### src/rtl/decode_stage_hz.sv
`default_nettype none
// ============================================================================
// Module      : decode_stage_hz (with rv32i_pkg)
// Description : RV32I decode stage - register file with write-first bypass,
//               immediate/control decode and a stallable, flushable D->E reg.
// Revision    : 1.0 - initial release
// ============================================================================

package rv32i_pkg;
    typedef enum logic [3:0] {
        ALU_ADD  = 4'd0,
        ALU_SUB  = 4'd1,
        ALU_AND  = 4'd2,
        ALU_OR   = 4'd3,
        ALU_XOR  = 4'd4,
        ALU_SLT  = 4'd5,
        ALU_SLTU = 4'd6,
        ALU_SLL  = 4'd7,
        ALU_SRL  = 4'd8,
        ALU_SRA  = 4'd9
    } alu_op_t;
endpackage

module decode_stage_hz
    import rv32i_pkg::*;
#(
    parameter int DPW = 32,
    parameter int ADW = 5
) (
    input  logic           clk,
    input  logic           arst_n,
    input  logic [DPW-1:0] instrD,
    input  logic           validD,
    input  logic           stallD,
    input  logic           flushE,
    input  logic [ADW-1:0] addr_3,
    input  logic [DPW-1:0] wd_3,
    input  logic           we,
    output logic           validE,
    output logic           resultsrcE,
    output logic           memwriteE,
    output logic           alusrcE,
    output logic           regwriteE,
    output alu_op_t        alu_ctrlE,
    output logic [DPW-1:0] srcA,
    output logic [DPW-1:0] Rd2E,
    output logic [ADW-1:0] Rs1E,
    output logic [ADW-1:0] Rs2E,
    output logic [ADW-1:0] RdE,
    output logic [DPW-1:0] immextE,
    output logic           illegalE
);

    localparam int       c_NREG = 2**ADW;
    localparam bit [6:0] c_OP_R = 7'b0110011;
    localparam bit [6:0] c_OP_I = 7'b0010011;
    localparam bit [6:0] c_OP_L = 7'b0000011;
    localparam bit [6:0] c_OP_S = 7'b0100011;

    // An all-zero value of this struct is the bubble (ALU_ADD encodes as 0)
    typedef struct packed {
        logic           valid;
        logic           resultsrc;
        logic           memwrite;
        logic           alusrc;
        logic           regwrite;
        alu_op_t        alu;
        logic           illegal;
        logic [DPW-1:0] srca;
        logic [DPW-1:0] rd2;
        logic [ADW-1:0] rs1;
        logic [ADW-1:0] rs2;
        logic [ADW-1:0] rd;
        logic [DPW-1:0] imm;
    } de_t;

    logic [DPW-1:0] r_rf [c_NREG];
    de_t            r_e;
    de_t            w_dec;
    alu_op_t        w_alu;
    logic [31:0]    w_instr;
    logic [6:0]     w_op;
    logic [2:0]     w_f3;
    logic           w_f7b5;
    logic [ADW-1:0] w_rs1;
    logic [ADW-1:0] w_rs2;
    logic [ADW-1:0] w_rd;
    logic           w_wr_hit;
    logic [DPW-1:0] w_rd1_val;
    logic [DPW-1:0] w_rd2_val;
    logic [DPW-1:0] w_imm_i;
    logic [DPW-1:0] w_imm_s;

    assign w_instr  = instrD[31:0];
    assign w_op     = w_instr[6:0];
    assign w_f3     = w_instr[14:12];
    assign w_f7b5   = w_instr[30];
    assign w_rs1    = ADW'(w_instr[19:15]);
    assign w_rs2    = ADW'(w_instr[24:20]);
    assign w_rd     = ADW'(w_instr[11:7]);
    assign w_wr_hit = we && (addr_3 != '0);
    assign w_imm_i  = {{(DPW-12){w_instr[31]}}, w_instr[31:20]};
    assign w_imm_s  = {{(DPW-12){w_instr[31]}}, w_instr[31:25], w_instr[11:7]};

    always_ff @(posedge clk or negedge arst_n) begin
        if (!arst_n) begin
            for (int i = 0; i < c_NREG; i++) begin
                r_rf[i] <= '0;
            end
        end else if (w_wr_hit) begin
            r_rf[addr_3] <= wd_3;
        end
    end

    // Write-first: a same-cycle write-back wins over the stored value
    always_comb begin
        if (w_rs1 == '0)                        w_rd1_val = '0;
        else if (w_wr_hit && addr_3 == w_rs1)   w_rd1_val = wd_3;
        else                                    w_rd1_val = r_rf[w_rs1];
        if (w_rs2 == '0)                        w_rd2_val = '0;
        else if (w_wr_hit && addr_3 == w_rs2)   w_rd2_val = wd_3;
        else                                    w_rd2_val = r_rf[w_rs2];
    end

    always_comb begin
        w_alu = ALU_ADD;
        case (w_f3)
            3'b000:  w_alu = (w_op == c_OP_R && w_f7b5) ? ALU_SUB : ALU_ADD;
            3'b001:  w_alu = ALU_SLL;
            3'b010:  w_alu = ALU_SLT;
            3'b011:  w_alu = ALU_SLTU;
            3'b100:  w_alu = ALU_XOR;
            3'b101:  w_alu = w_f7b5 ? ALU_SRA : ALU_SRL;
            3'b110:  w_alu = ALU_OR;
            default: w_alu = ALU_AND;
        endcase
    end

    always_comb begin
        w_dec       = '0;
        w_dec.valid = 1'b1;
        w_dec.srca  = w_rd1_val;
        w_dec.rd2   = w_rd2_val;
        w_dec.rs1   = w_rs1;
        w_dec.rs2   = w_rs2;
        w_dec.rd    = w_rd;
        case (w_op)
            c_OP_R: begin
                w_dec.regwrite = 1'b1;
                w_dec.alu      = w_alu;
            end
            c_OP_I: begin
                w_dec.regwrite = 1'b1;
                w_dec.alusrc   = 1'b1;
                w_dec.alu      = w_alu;
                w_dec.imm      = w_imm_i;
            end
            c_OP_L: begin
                w_dec.regwrite  = 1'b1;
                w_dec.alusrc    = 1'b1;
                w_dec.resultsrc = 1'b1;
                w_dec.imm       = w_imm_i;
            end
            c_OP_S: begin
                w_dec.memwrite = 1'b1;
                w_dec.alusrc   = 1'b1;
                w_dec.imm      = w_imm_s;
            end
            default: w_dec.illegal = 1'b1;
        endcase
    end

    // While stalled only the operands track write-back; control stays frozen
    always_ff @(posedge clk or negedge arst_n) begin
        if (!arst_n) begin
            r_e <= '0;
        end else if (flushE) begin
            r_e <= '0;
        end else if (stallD) begin
            if (w_wr_hit && addr_3 == r_e.rs1) r_e.srca <= wd_3;
            if (w_wr_hit && addr_3 == r_e.rs2) r_e.rd2  <= wd_3;
        end else begin
            r_e <= validD ? w_dec : '0;
        end
    end

    assign validE     = r_e.valid;
    assign resultsrcE = r_e.resultsrc;
    assign memwriteE  = r_e.memwrite;
    assign alusrcE    = r_e.alusrc;
    assign regwriteE  = r_e.regwrite;
    assign alu_ctrlE  = r_e.alu;
    assign illegalE   = r_e.illegal;
    assign srcA       = r_e.srca;
    assign Rd2E       = r_e.rd2;
    assign Rs1E       = r_e.rs1;
    assign Rs2E       = r_e.rs2;
    assign RdE        = r_e.rd;
    assign immextE    = r_e.imm;

endmodule
`default_nettype wire

### config.mk
export PLATFORM = sky130hd
export DESIGN_NAME = decode_stage_hz
export DESIGN_NICKNAME = d
export VERILOG_FILES = /design/src/rtl/decode_stage_hz.sv
export SDC_FILE = /design/constraint.sdc
export NUM_CORES = 2
export LEC_CHECK = 0
export CAP_MARGIN = 20
export CORE_MARGIN = 2
export CORE_UTILIZATION = 41
export CTS_CLUSTER_SIZE = 40
export DETAILED_ROUTE_END_ITERATION = 12
export SLEW_MARGIN = 20
export SYNTH_ARGS = -nofsm -noshare
export SYNTH_HDL_FRONTEND = slang
export SYNTH_SLANG_ARGS = --single-unit
### constraint.sdc
create_clock -name clk -period 2.1 [get_ports clk]
set_clock_uncertainty 0.15 [all_clocks]
set_input_delay 0.315 -clock clk [delete_from_list [all_inputs] [get_ports clk]]
set_output_delay 0.315 -clock clk [all_outputs]
set_load 0.01 [all_outputs]
==> flow_metrics.env <==
export IMPL_status="complete, but fails checks"
export IMPL_violations="negative setup slack"
export IMPL_grt_ovfl_total=0
export IMPL_clk_latency_ns=0.79
export IMPL_r2r_start="Rs1E[2]"
export IMPL_clock_fmax_mhz=434
export IMPL_setup_viol=46
export IMPL_final_cell_mix="dfrtp_1, mux2_2, buf_4, mux4_2, mux2i_1"
export IMPL_crit_start="Rs1E[2]"
export IMPL_die_w_um=385
export IMPL_reg2reg_depth=10
export IMPL_p_leak_nw=33.3
export IMPL_hpwlAfterDp_mm=147
export IMPL_start_util_pct=41.4
export IMPL_grt_max_degree=105
export IMPL_drtIter0Drc=4287
export IMPL_syn_inst=4168
export IMPL_clkTransAtPathRegs_ns=0.06
export IMPL_area_growth_pct=25.7
export IMPL_drcViolationCount=0
export IMPL_grt_setup_unrepaired="true"
export IMPL_ff2ff_setup_slack_ns=-0.21
export IMPL_cts_sinks=1125
export IMPL_drv_cap=0
export IMPL_drtPass1Iterations=5
export IMPL_cts_max_level=3
export IMPL_setup_slack_ns=-0.206
export IMPL_yosys_warnings=0
export IMPL_ys_types=77
export IMPL_die_area_um2=148000
export IMPL_cts_root_buf="clkbuf_16"
export IMPL_r2r_end="srcA[28]"
export IMPL_ant_nets=0
export IMPL_netlist_area_um2=59500
export IMPL_synth_top_area_share_pct=47.3
export IMPL_yosysTopAreaCell="dfrtp_1"
export IMPL_synth_edf_count=0
export IMPL_power_density_nw_per_um2=882
export IMPL_start_kind="flip-flop"
export IMPL_cp_end_kind="flip-flop"
export IMPL_hold_path_class="in -> reg"
export IMPL_grt_pass1_vias=42900
export IMPL_core_area_um2=144000
export IMPL_endpoint="srcA[28]"
export IMPL_std_cell_rows=139
export IMPL_clk_path_buf_depth=3
export IMPL_ys_flop_type="dfrtp_1"
export IMPL_cp_max_fo=6
export IMPL_fin_crit_ns=2.31
export IMPL_antenna_found_initial=7
export IMPL_hp_start="instrD[9]"
export IMPL_grt_pass1_wl_mm=314
export IMPL_cts_buffers=121
export IMPL_finalHoldViolations=0
export IMPL_dieHeight_um=385
export IMPL_async_reset_ff_share_pct=100
export IMPL_ir_worst_vdd_uv=680
export IMPL_vias_per_cell=6.28
export IMPL_gr_usage_all_layers_pct=29.3
export IMPL_worstMarginPinSlew_ns=0.735
export IMPL_arrival_ns=2.86
export IMPL_drive_gt1_share_pct=53.7
export IMPL_final_nets=4832
export IMPL_required_ns=2.65
export IMPL_crit_type="reg -> reg"
export IMPL_nFillCells=12000
export IMPL_synth_seq_cells=1125
export IMPL_finalMaxSlewViolations=0
export IMPL_io_pins=196
export IMPL_cts_tree="yes"
export IMPL_wirelength_mm=219
export IMPL_vias=42500
export IMPL_synth_area_top_cells="dfrtp_1, mux2_2, mux4_2"
export IMPL_tns_ns=-4.35
export IMPL_wl_per_cell_um=32.4
export IMPL_port_buffer_count=195
export IMPL_holdWs_ns=0.0391
export IMPL_post_route_period_util_pct=110
export IMPL_final_common_cell="dfrtp_1"
export IMPL_syn_nets=4243
export IMPL_avgSynthCellArea_um2=14.3
export IMPL_yosysSeqAreaShare_pct=47.3
export IMPL_relSlewSlack_pct=51.0
export IMPL_gp_congestion=0.890
-- how the worst min path moves through the flow --
stage | to | slack, ns | depth (start not counted)
finish | RdE[2] | 0.04 | 2
global route | RdE[2] | 0.04 | 2
CTS | RdE[2] | 0.00009 | 2
detailed placement | r_rf[757] | 0.04 | 1
global placement | r_rf[757] | 0.04 | 1
floorplan | Rd2E[0] | -0.13 | 0
-- report_power, final --
group	switching (mW)	internal, mW
logic	5.86	8.56
registers	2.91	25.5
clock network	9.46	13.7
total	18.2	47.8
-- cells in the mapped netlist, types with 4 or more instances --
cell,number
nor2b_1,13
or3_1,48
a211oi_1,7
a221oi_1,4
o31ai_1,5
o31a_1,5
nand2b_1,4
o32ai_1,24
nor3_1,12
mux2i_1,285
a21oi_1,88
nor3b_1,26
or3b_2,7
mux4_2,429
o211ai_1,4
buf_1,69
dfrtp_1,1125
buf_6,12
a211o_1,6
buf_2,114
nand3b_1,8
nor2_1,98
clkbuf_1,227
a22o_1,23
a31oi_1,5
nand3_1,18
xnor2_1,18
o21ai_0,21
a221o_1,12
mux2_2,1032
buf_4,42
a2111oi_0,8
o21ai_1,4
o22ai_1,137
o221ai_1,7
a22oi_1,48
nand2_1,110
-- per-stage QoR --
| stage | cell area (um^2) | setup slack, ns | cells | power [mW] | utilization [%] |
|---|---|---|---|---|---|
| 6_report | 74800 | -0.206 | 6765 | 66.0 | 52.0 |
| 5_1_grt | 74800 | -0.245 | 6761 | 68.4 | 52.0 |
| 4_1_cts | 74200 | -0.192 | 6748 | 65.9 | 51.6 |
| 3_5_place_dp | 69300 | -0.959 | 6475 | 42.7 | 48.2 |
| 3_3_place_gp | 69300 | -0.922 | 6475 | 42.4 | 48.2 |
| 2_1_floorplan | 59900 | -0.146 | 4168 | 36.9 | - |
-- state kept, by name (all words and copies together), names as in the netlist --
name        cells
r_rf         1024
Rd2E           32
srcA           32
immextE        12
RdE             5
Rs1E            5
Rs2E            5
alu_ctrlE       4
alusrcE         1
illegalE        1
memwriteE       1
regwriteE       1
resultsrcE      1
validE          1
-- layout make-up --
cell class	count	area [um^2]	share of cell area [%]
Antenna cell	5	12.5	0.0167
Clock buffer	177	3630	4.85
Clock inverter	46	647	0.865
Inverter	6	23.8	0.0318
Multi-Input combinational cell	2569	30100	40.2
Sequential cell	1125	28200	37.7
Tap cell	1903	2380	3.18
Timing Repair Buffer	934	9840	13.2
-- worst max-delay path, stage by stage (launching register included) --
cell and delay [ns]:
dfrtp_1 0.38, buf_6 0.14, xnor2_4 0.14, nand3_2 0.10
or4_4 0.48, buf_12 0.18, o22ai_4 0.21, buf_6 0.14
buf_12 0.14, a22oi_2 0.08, nand2_1 0.08
-- logic make-up after synthesis --
family                 after synthesis  synth area share, %
AO/OA/AOI/OAI                      436                 5.08
AND/OR/NAND/NOR                    364                 3.05
XOR/XNOR                            21                0.309
buffers and inverters              474                 3.69
flip-flops                        1125                 47.3
multiplexers                      1748                 40.6
-- routing by layer --
layer	track usage, %	vias to the layer above	share of wire, %
met1	41.2	23000	42
met2	45.6	1977	46
met4	10.3	10	3.6
met5	0	-	0.030
met3	5.57	399	8.3
li1	-	17200	-
-- timing repair --
| action | CTS | global route |
|---|---|---|
| setup buffers | 35 | 13 |
| endpoints found under the setup margin | 170 | 73 |
| pin swaps | 43 | 33 |
| gates resized for setup | 283 | 95 |
| hold endpoints to repair | 1146 | 0 |
| hold buffers | 12 | 0 |
| cloned | 3 | 4 |
No activity file was read; power rests on OpenSTA's default activity.
